## config.mk

```make
export PLATFORM = sky130hd
export DESIGN_NAME = barrel_rotator_left_pipelined_flat
export DESIGN_NICKNAME = d
export VERILOG_FILES = /design/src/rtl/barrel_rotator_left_pipelined_if.sv /design/src/rtl/barrel_rotator_left_pipelined.sv /design/src/flat_wrapper.sv
export SDC_FILE = /design/constraint.sdc
export NUM_CORES = 1
export LEC_CHECK = 0
export ABC_AREA = 1
export BUFFER_PORTS_ARGS = -buffer_cell sky130_fd_sc_hd__buf_2
export CAP_MARGIN = 20
export CORE_MARGIN = 10
export CORE_UTILIZATION = 40
export CTS_BUF_LIST = sky130_fd_sc_hd__clkbuf_2 sky130_fd_sc_hd__clkbuf_4 sky130_fd_sc_hd__clkbuf_8
export DETAILED_ROUTE_END_ITERATION = 7
export SLEW_MARGIN = 20
export SYNTH_ARGS = -nofsm -noshare
export SYNTH_HDL_FRONTEND = slang
export SYNTH_SLANG_ARGS = --single-unit
```

## constraint.sdc

```tcl
create_clock -name clock -period 2.7 [get_ports clock]
set_clock_uncertainty 0.2 [all_clocks]
set_input_delay 0.135 -clock clock [delete_from_list [all_inputs] [get_ports clock]]
set_output_delay 0.135 -clock clock [all_outputs]
set_load 0.02 [all_outputs]
```

## src/rtl/barrel_rotator_left_pipelined_if.sv

```systemverilog
// Streaming handshake bundle for the pipelined left rotator: input beat side and output beat side.
// The slave modport is the rotator's view; the master modport is the producer/consumer view.
interface barrel_rotator_left_pipelined_if #(
  parameter int unsigned WIDTH = 8
);
  localparam int unsigned WIDTH_LOG2 = $clog2(WIDTH);

  logic [WIDTH-1:0]      data_in;
  logic [WIDTH_LOG2-1:0] rotation;
  logic                  input_valid;
  logic                  input_ready;
  logic [WIDTH-1:0]      data_out;
  logic                  output_valid;
  logic                  output_ready;

  modport master (
    output data_in,
    output rotation,
    output input_valid,
    input  input_ready,
    input  data_out,
    input  output_valid,
    output output_ready
  );

  modport slave (
    input  data_in,
    input  rotation,
    input  input_valid,
    output input_ready,
    output data_out,
    output output_valid,
    input  output_ready
  );
endinterface

```

## src/rtl/barrel_rotator_left_pipelined.sv

```systemverilog
// Pipelined left barrel rotator: stage s conditionally rotates by 2^s, one register per stage,
// with a combinational ready chain giving full backpressure and bubble-free 1 beat/cycle flow.
module barrel_rotator_left_pipelined #(
  parameter int unsigned WIDTH = 8
) (
  input logic                              clock,
  input logic                              resetn,
  barrel_rotator_left_pipelined_if.slave   bus_io
);
  localparam int unsigned WIDTH_LOG2 = $clog2(WIDTH);

  if (WIDTH < 2 || (WIDTH & (WIDTH - 1)) != 0) begin : g_bad_width
    $error("barrel_rotator_left_pipelined: WIDTH must be a power of two >= 2");
  end

  logic [WIDTH_LOG2-1:0]                 valid_q, valid_d;
  logic [WIDTH_LOG2-1:0][WIDTH-1:0]      data_q, data_d;
  logic [WIDTH_LOG2-1:0][WIDTH_LOG2-1:0] rot_q, rot_d;

  // Per-stage upstream view: stage 0 sees the input port, stage s sees stage s-1.
  logic [WIDTH_LOG2-1:0]                 up_valid;
  logic [WIDTH_LOG2-1:0][WIDTH-1:0]      up_data;
  logic [WIDTH_LOG2-1:0][WIDTH_LOG2-1:0] up_rot;

  logic [WIDTH_LOG2:0]                   ready;
  logic [2*WIDTH-1:0]                    wide;

  always_comb begin
    up_valid    = '0;
    up_data     = '0;
    up_rot      = '0;
    up_valid[0] = bus_io.input_valid;
    up_data[0]  = bus_io.data_in;
    up_rot[0]   = bus_io.rotation;
    for (int s = 1; s < int'(WIDTH_LOG2); s++) begin
      up_valid[s] = valid_q[s-1];
      up_data[s]  = data_q[s-1];
      up_rot[s]   = rot_q[s-1];
    end
  end

  always_comb begin
    valid_d = valid_q;
    data_d  = data_q;
    rot_d   = rot_q;
    ready   = '0;
    wide    = '0;

    // Walk from the output back so each stage sees its downstream readiness.
    ready[WIDTH_LOG2] = bus_io.output_ready;
    for (int s = int'(WIDTH_LOG2) - 1; s >= 0; s--) begin
      ready[s] = !valid_q[s] || ready[s+1];
    end

    for (int s = 0; s < int'(WIDTH_LOG2); s++) begin
      if (ready[s]) begin
        valid_d[s] = up_valid[s];
        // Data only moves with a real beat; an empty stage keeps its old contents.
        if (up_valid[s]) begin
          wide      = {up_data[s], up_data[s]} << (1 << s);
          data_d[s] = up_rot[s][s] ? wide[2*WIDTH-1 -: WIDTH] : up_data[s];
          rot_d[s]  = up_rot[s];
        end
      end
    end
  end

  always_ff @(posedge clock) begin
    if (!resetn) begin
      valid_q <= '0;
      data_q  <= '0;
      rot_q   <= '0;
    end else begin
      valid_q <= valid_d;
      data_q  <= data_d;
      rot_q   <= rot_d;
    end
  end

  assign bus_io.input_ready  = ready[0];
  assign bus_io.data_out     = data_q[WIDTH_LOG2-1];
  assign bus_io.output_valid = valid_q[WIDTH_LOG2-1];
endmodule

```

## src/flat_wrapper.sv

```systemverilog
// flat-port wrapper written by rule: the top's interface ports become plain ports
module barrel_rotator_left_pipelined_flat 
#(
  parameter int unsigned WIDTH = 8
)
  (clock, resetn, bus_io_data_in, bus_io_rotation, bus_io_input_valid, bus_io_input_ready, bus_io_data_out, bus_io_output_valid, bus_io_output_ready);
  barrel_rotator_left_pipelined_if #(.WIDTH(WIDTH)) bus_io_i ();
  input logic clock;
  input logic resetn;
  input wire logic [$bits(bus_io_i.data_in)-1:0] bus_io_data_in;
  input wire logic [$bits(bus_io_i.rotation)-1:0] bus_io_rotation;
  input wire logic [$bits(bus_io_i.input_valid)-1:0] bus_io_input_valid;
  output wire logic [$bits(bus_io_i.input_ready)-1:0] bus_io_input_ready;
  output wire logic [$bits(bus_io_i.data_out)-1:0] bus_io_data_out;
  output wire logic [$bits(bus_io_i.output_valid)-1:0] bus_io_output_valid;
  input wire logic [$bits(bus_io_i.output_ready)-1:0] bus_io_output_ready;
  assign bus_io_i.data_in = bus_io_data_in;
  assign bus_io_i.rotation = bus_io_rotation;
  assign bus_io_i.input_valid = bus_io_input_valid;
  assign bus_io_input_ready = bus_io_i.input_ready;
  assign bus_io_data_out = bus_io_i.data_out;
  assign bus_io_output_valid = bus_io_i.output_valid;
  assign bus_io_i.output_ready = bus_io_output_ready;
  barrel_rotator_left_pipelined #(.WIDTH(WIDTH)) u_core (.clock(clock), .resetn(resetn), .bus_io(bus_io_i));
endmodule
```

======== Word-level counts from Yosys, hierarchy flattened ========
Index checks and enable logic that the tools add are counted.
Widths: inputs -> output; s select.
word-level totals
  output and inout port bits .............. 10
  bits in registers ....................... 33
  logic and storage cells ................. 20
  bits of input ports ..................... 15
cells by class
  muxes and demuxes ....................... 3
  reductions and logical operators ........ 9
operator list
  cell              number
  $mux 8            3
  $reduce_and 2->1  3
  $logic_not 1->1   3
  $logic_or 1x1->1  3

======== Longest topological paths before layout ========
Gate-level depths: netlist (run 1).
  word-level depth ........................ 5
  gate-level depth with buffers ........... 8
  gate-level depth less buffers ........... 6

======== Worst setup path after synthesis (run 1) ========
Ideal clock, no wire load.
  kind .................................... reg-to-reg
  start point ............................. register u_core.valid_q[2]
  end point ............................... register u_core.data_q[0] (netlist bit)
  required time ........................... 2385 ps
  setup slack ............................. 1340 ps
  library setup time ...................... 115 ps
  period minus slack after synthesis ...... 1360 ps
  data arrival time ....................... 1045 ps
  stages on the path, launching flop included .. 5
  cells stage by stage .................... dfxtp_1 -> nand4_2 -> buf_2 -> a21oi_1 -> nor2_1
between the ends
  longest elaborated chain between the ends .. 5
ends and longest elaborated chain
  item                            RTL line                             text
  start, declared                 barrel_rotator_left_pipelined.sv:16  logic [WIDTH_LOG2-1:0] valid_q, valid_d;
  start signal, assigned          barrel_rotator_left_pipelined.sv:74  valid_q <= valid_d;
  $logic_not 1->1                 barrel_rotator_left_pipelined.sv:52  ready[s] = !valid_q[s] || ready[s+1];
  $logic_or 1x1->1 (3 in series)  barrel_rotator_left_pipelined.sv:52
  via bus_io_input_ready          flat_wrapper.sv:13                   output wire logic [$bits(bus_io_i.input_ready)-1:0] bus_io_input_ready;
  $reduce_and 2->1 (no line)      -
  end signal, assigned            barrel_rotator_left_pipelined.sv:75  data_q <= data_d;
  end, declared                   barrel_rotator_left_pipelined.sv:17  logic [WIDTH_LOG2-1:0][WIDTH-1:0] data_q, data_d;
The timed path passes the listed nets, and every way through them passes these cells.
A chain may end at the register's enable or synchronous reset.

======== Worst setup path in the final report (run 1) ========
  start point ............................. input bus_io_output_ready
  end point ............................... output bus_io_input_ready
between the ends
  longest elaborated chain between the ends .. 3
ends and longest elaborated chain
  item                            RTL line                             text
  start, declared                 flat_wrapper.sv:16                   input wire logic [$bits(bus_io_i.output_ready)-1:0] bus_io_output_ready;
  $logic_or 1x1->1 (3 in series)  barrel_rotator_left_pipelined.sv:52
  end, declared                   flat_wrapper.sv:13
Every way passes these cells.

==> results_dict.tcl, run 1 <==
set metrics [dict create \
    gp_congestion 0.718 \
    power_uw 974 \
    p_sw_uw 246 \
    regArea_um2 601 \
    max_stage_delay_ns 0.53 \
    clkTransAtPathRegs_ns 0.06 \
    avgSynthCellArea_um2 6.36 \
    end_kind "output port" \
    cts_setup_buffers 0 \
    ys_types 15 \
    area_growth_pct 9.67 \
    grt.overflow.total 0 \
    hold_end "u_core.rot_q[2]$_SDFFE_PN0P_" \
    outcome "finished, final reports clean" \
    startpoint "bus_io_output_ready" \
    port_buffers 24 \
    fp-row-count 22 \
    fp.dieH_um 82.6 \
    critical_path_class "input port to output port" \
    r2r_slack_ns 1.18 \
    hold_viol 0 \
    worst_pin_slew_ns 0.541 \
    swShare 0.253 \
    leakagePower_nw 0.848 \
    cts_root_buffer "clkbuf_8" \
    path_common_cell "buf_2" \
    synth_xor_area_frac 0 \
    muxShareOfSynthArea 0 \
    final_antenna_net_count 0 \
    viasPerCell 4.39 \
    vias 1347 \
    layout_common_cells "nand2_1 (52), nor2_1 (44), inv_1 (37), dfxtp_1 (30), buf_2 (24)" \
    r2r-start "u_core.valid_q[2]$_SDFFE_PN0P_" \
    syn_nets 261 \
    die_w_um 82.6 \
    grt_first_pass_wirelength_mm 5.47 \
    cp.required_ns 2.37 \
    synth-compound-area-share 0.147 \
    ys_ff_latch 30 \
    cp_max_fo 22 \
    routed_wl_mm 2.98 \
    period_needed_ns 1.99 \
    worst_r2r_endpoint "u_core.data_q[0]$_SDFFE_PN0P_" \
    p_int_uw 727 \
    nets 273 \
    clock-sinks 30 \
    netlist_instances 246 \
    fp.coreArea_mm2 0.00372 \
    slew_viol_final 0 \
    grt_pass1_vias 1324 \
    peakVddDrop_uv 196 \
    initial_core_util 0.421 \
    crit_path_cell_trace "dlygate4sd3_1, buf_2, inv_1, nand4_2, buf_2" \
    wl_per_cell_um 9.72 \
    min_period_over_period 0.737 \
    setup_viol 0 \
    power_density_mw_per_mm2 567 \
    synthSimpleGateAreaFrac 0.277 \
    crit_slowest_cell "dlygate4sd3_1" \
    worstRegToRegCells 4 \
    p_comb_frac 0.113 \
    syn_area_mm2 0.00157 \
    drc 0 \
    insertedDiodeCount 0 \
    dpl.hpwl_mm 2.18 \
    cts_resized 0 \
    drive_above_1_share 0.139 \
    slew_headroom 0.639 \
    cts-buffers-inserted 5 \
    htreeDepth 2 \
    power.share.clock 0.385 \
    drt_iter0_markers 37 \
    final_util 0.462 \
    io_pins 25 \
    cts_buffer_depth 2 \
    nFillCells 410 \
    cts_hold_buf 3 \
    grt.total_usage 0.101 \
    crit_arrival_ns 1.66 \
    timing.fmax_mhz 502 \
    min_path_cells 3 \
    cap_viol_max_count 0 \
    multi_input_area_um2 664 \
    ys_seq_area_frac 0.384 \
    die_area_mm2 0.00682 \
    hold_path.class "input port to register" \
    grt_start_max_net_pins 23 \
    rsz0062_at_grt "false" \
    antenna_found_initial 0 \
    p_seq_frac 0.502 \
    cts_tree "built" \
    tns_ns 0 \
    firstDrtPassIters 4 \
    clock_latency_ns 0.28 \
    synth-adder-area-share 0 \
    synth_top_family_by_area "simple AND/OR/NAND/NOR gates" \
    final_common_cell "nand2_1" \
    min_from "resetn" \
    yosysWarnings 0 \
    start_kind "input port" \
]
per-stage QoR:
stage	area, µm²	worst slack (ns)	instances	hold slack, ns
CTS	1720	0.721	307	0.0383
detailed placement	1590	1.19	296	0.254
floorplan	1570	1.34	246	0.0640
global placement	1590	1.20	296	0.250
finish	1720	0.710	307	0.0413
global route	1720	0.612	307	0.0618
final cells by class:
type                       instances  share of cell area
inverter                          39              0.0853
clock buffer                       7              0.0525
clock inverter                     1             0.00292
multi-input combinational        155               0.387
tap                               48              0.0350
timing repair buffer              27              0.0875
sequential                        30               0.350
routing by layer:
metal	track usage	wire length, µm	vias up
met5	0	0	-
met4	0.0502	63	0
met3	0.0432	222	5
met2	0.168	1340	27
met1	0.108	1360	554
li1	-	-	761
worst max-delay path by stage:
stage	endpoint	cells after the start
global placement	bus_io_input_ready	2
global route	bus_io_input_ready	5
finish	bus_io_input_ready	5
CTS	bus_io_input_ready	5
detailed placement	bus_io_input_ready	2
floorplan	u_core.data_q[0]$_SDFFE_PN0P_	4
state kept, by name, indices dropped and copies added, names as in the netlist:
name and flops:
u_core.data_q 16, u_core.bus_io.data_out 8, u_core.rot_q 3, u_core.valid_q 3
worst max-delay path, delay by kind of cell:
kind / cells / cell delay, ns
buffers and inverters: 4 / 1.09
AND/OR/NAND/NOR: 1 / 0.43
Yosys cell counts:
cell      count  area share
nand2_1      52        0.12
nor2_1       44        0.11
inv_1        37       0.089
dfxtp_1      30        0.38
a21oi_1      21       0.067
o21ai_0      20       0.064
nand3_1      11       0.035
buf_4         9       0.043
buf_2         6       0.019
o21ai_1       5       0.016
buf_6         4       0.029
clkbuf_1      3      0.0072
inv_2         2      0.0048
nand2_2       1      0.0040
nand4_2       1      0.0080
logic make-up after synthesis:
group           Yosys count
simple gates            109
compound gates           46
buf+inv                  61
flops                    30
power groups by stage:
stage	Sequential [mW]	Clock (mW)	Combinational (mW)
floorplan	0.489	0	0.0990
global placement	0.498	0	0.107
detailed placement	0.499	0	0.109
CTS	0.489	0.391	0.112
global route	0.494	0.407	0.133
finish	0.489	0.375	0.110
(Power assumes the default switching activity.)
==> inputs of run 2 (changes only) <==
--- a/config.mk
+++ b/config.mk
@@ -5,7 +5,7 @@
 export SDC_FILE = /design/constraint.sdc
 export NUM_CORES = 1
 export LEC_CHECK = 0
-export ABC_AREA = 1
+export ABC_AREA = 0
 export BUFFER_PORTS_ARGS = -buffer_cell sky130_fd_sc_hd__buf_2
 export CAP_MARGIN = 20
 export CORE_MARGIN = 10
==> constraint.sdc (replaced) <==
create_clock -name clock -period 2.06 [get_ports clock]
set_clock_uncertainty 0.2 [all_clocks]
set_input_delay 0.103 -clock clock [delete_from_list [all_inputs] [get_ports clock]]
set_output_delay 0.103 -clock clock [all_outputs]
set_load 0.02 [all_outputs]
==> run 2 against run 1 <==
Worst hold slack got worse by 0.030 ns. Setup slack got worse by 0.26 ns. Critical path type is now register to output port. Critical endpoint unchanged. Largest cell class unchanged. Non-clock buffer count rose by 3. Total power rose by 33%. First-iteration DRC count rose by 41%.
==> results_dict.tcl, run 2 <==
set metrics [dict create \
    initial_core_util 0.410 \
    fp.dieH_um 80.8 \
    r2r-start "u_core.valid_q[0]$_SDFFE_PN0P_" \
    outcome "finished, final reports clean" \
    vias 1069 \
    wl_per_cell_um 14.0 \
    worst-path-buf-inv 2 \
    io_pins 25 \
    area_growth_pct 12.9 \
    worst_pin_slew_ns 0.529 \
    nets 174 \
    grt_start_max_net_pins 33 \
    ys_types 16 \
    max_stage_delay_ns 0.50 \
    rsz0062_at_grt "false" \
    use_met3 0.0375 \
    p_int_uw 978 \
    yosys_most_used_dff "dfxtp_1" \
    synth_area_leaders "dfxtp_1 (41%), mux2i_1 (18%), o211a_1 (16%)" \
    crit_slowest_cell "dfxtp_1" \
    drc 0 \
    hold_path.class "input port to register" \
    cap_viol_max_count 0 \
    insertedDiodeCount 0 \
    clkTransAtPathRegs_ns 0.06 \
    worst_r2r_endpoint "u_core.data_q[3]$_SDFFE_PN0P_" \
    gp_congestion 0.726 \
    cts-buffers-inserted 5 \
    crit_path_cell_trace "nand4b_1, buf_4, buf_2" \
    yosysTopAreaCell "dfxtp_1" \
    grt.total_usage 0.0945 \
    power.share.clock 0.379 \
    antenna_found_initial 0 \
    die_w_um 80.8 \
    cp_max_fo 11 \
    swShare 0.244 \
    p_seq_frac 0.502 \
    ys_seq_area_frac 0.406 \
    period_needed_ns 1.61 \
    critical_path_class "register to output port" \
    viasPerCell 5.14 \
    cts_root_buffer "clkbuf_8" \
    worstRegToRegCells 3 \
    drt_iter0_markers 52 \
    clock-sinks 30 \
    syn_area_mm2 0.00148 \
    dpl.hpwl_mm 2.16 \
    synth_edf_count 0 \
    cts_tree "built" \
    p_comb_frac 0.118 \
    synthMostInstantiatedCell "dfxtp_1" \
    fp.coreArea_mm2 0.00361 \
    grt_busiest_layer "met2" \
    crit_family "flip-flops" \
    peakVddDrop_uv 238 \
    min_from "bus_io_data_in[6]" \
    fp-row-count 22 \
    top_register "u_core.data_q" \
    slew_viol_final 0 \
    start_kind "register" \
    syn_nets 159 \
    die_area_mm2 0.00653 \
    r2r_slack_ns 0.50 \
    synthTopCellsByCount "dfxtp_1 (30), mux2i_1 (27), nand3_1 (24), o211a_1 (24)" \
    htreeDepth 2 \
    layout_common_cells "dfxtp_1 (30), mux2i_1 (27), nand3_1 (24), o211a_1 (24), buf_2 (24)" \
    leakagePower_nw 0.928 \
    netlist_instances 144 \
    async_reset_ff_frac 0 \
    final_antenna_net_count 0 \
    met1_usage 0.104 \
    cts_buffer_depth 2 \
    avgSynthCellArea_um2 10.3 \
    final_common_cell "dfxtp_1" \
    hold_end "u_core.data_q[6]$_SDFFE_PN0P_" \
    routed_wl_mm 2.90 \
    ys_ff_latch 30 \
    cp.required_ns 1.76 \
    power_density_mw_per_mm2 776 \
    tns_ns 0 \
    min_path_cells 4 \
    grt_first_pass_wirelength_mm 4.93 \
    crit_arrival_ns 1.30 \
    firstDrtPassIters 4 \
    p_sw_uw 316 \
    end_kind "output port" \
    yosysWarnings 0 \
    power_mw 1.29 \
    setup_viol 0 \
    grt_pass1_vias 1096 \
    slew_headroom 0.648 \
    timing.fmax_mhz 622 \
    final_util 0.463 \
    clock_latency_ns 0.28 \
    largest_reg_flops 16 \
    grtUsageMet2 0.155 \
    drive_above_1_share 0.231 \
    min_period_over_period 0.780 \
    port_buffers 24 \
    hold_viol 0 \
    grt.overflow.total 0 \
    synth_top_area_frac 0.406 \
]
[run 2: cell type report]
| class | instances | area [µm²] |
|---|---|---|
| multi-input cells | 89 | 728 |
| repair buffers | 30 | 173 |
| well taps | 48 | 60.1 |
| inverters | 3 | 11.3 |
| clock inverters | 1 | 5.00 |
| clock buffers | 7 | 90.1 |
| fillers | 360 | 1940 |
| flip-flops and latches | 30 | 601 |
[run 2: timing repair]
item | in CTS | in global routing
hold buffers | 3 | 0
resized for setup | 0 | 0
setup buffers | 0 | 0
hold endpoints to repair | 3 | 0
[run 2: cells by family after synthesis]
family                 share of synthesized area
AND/OR/NAND/NOR                            0.132
flip-flops                                 0.406
AO/OA/AOI/OAI                              0.178
multiplexers                               0.183
buffers and inverters                      0.101
[run 2: routing by layer]
| layer | vias to the layer above | part of all wire |
|---|---|---|
| met2 | 13 | 0.49 |
| met1 | 505 | 0.44 |
| li1 | 543 | - |
| met3 | 8 | 0.044 |
| met4 | 0 | 0.024 |
| met5 | - | 0 |
[run 2: worst max-delay path by stage]
stage	from	endpoint	slack (ns)	cells past startpoint
after floorplan	u_core.valid_q[2]$_SDFFE_PN0P_	u_core.data_q[0]$_SDFFE_PN0P_	0.55	4
after global placement	u_core.valid_q[0]$_SDFFE_PN0P_	u_core.data_q[5]$_SDFFE_PN0P_	0.59	3
final	u_core.valid_q[0]$_SDFFE_PN0P_	bus_io_input_ready	0.45	3
after global routing	u_core.valid_q[0]$_SDFFE_PN0P_	bus_io_input_ready	0.37	3
after detailed placement	u_core.valid_q[0]$_SDFFE_PN0P_	u_core.data_q[3]$_SDFFE_PN0P_	0.51	3
after CTS	u_core.valid_q[0]$_SDFFE_PN0P_	bus_io_input_ready	0.45	3
[run 2: worst min-delay path: stages]
cell and delay, ns:
buf_2 0.08, mux2i_1 0.06, nand3_1 0.08, o211a_1 0.14
[run 2: stage by stage]
stage / cells / cell area, µm² / hold WS (ns) / setup WS [ns]
floorplan: 144 / 1480 / 0.0451 / 0.553
global placement: 197 / 1540 / 0.154 / 0.588
detailed placement: 197 / 1540 / 0.167 / 0.513
CTS: 208 / 1670 / 0.00475 / 0.447
global route: 208 / 1670 / 0.0234 / 0.368
finish: 208 / 1670 / 0.0117 / 0.453
[run 2: power by group through the flow]
stage          clock (mW)  combinational [mW]  sequential [mW]
2_1_floorplan           0               0.134            0.649
3_3_place_gp            0               0.147            0.661
3_5_place_dp            0               0.150            0.663
4_1_cts             0.505               0.156            0.650
5_1_grt             0.540               0.172            0.654
6_report            0.491               0.153            0.650
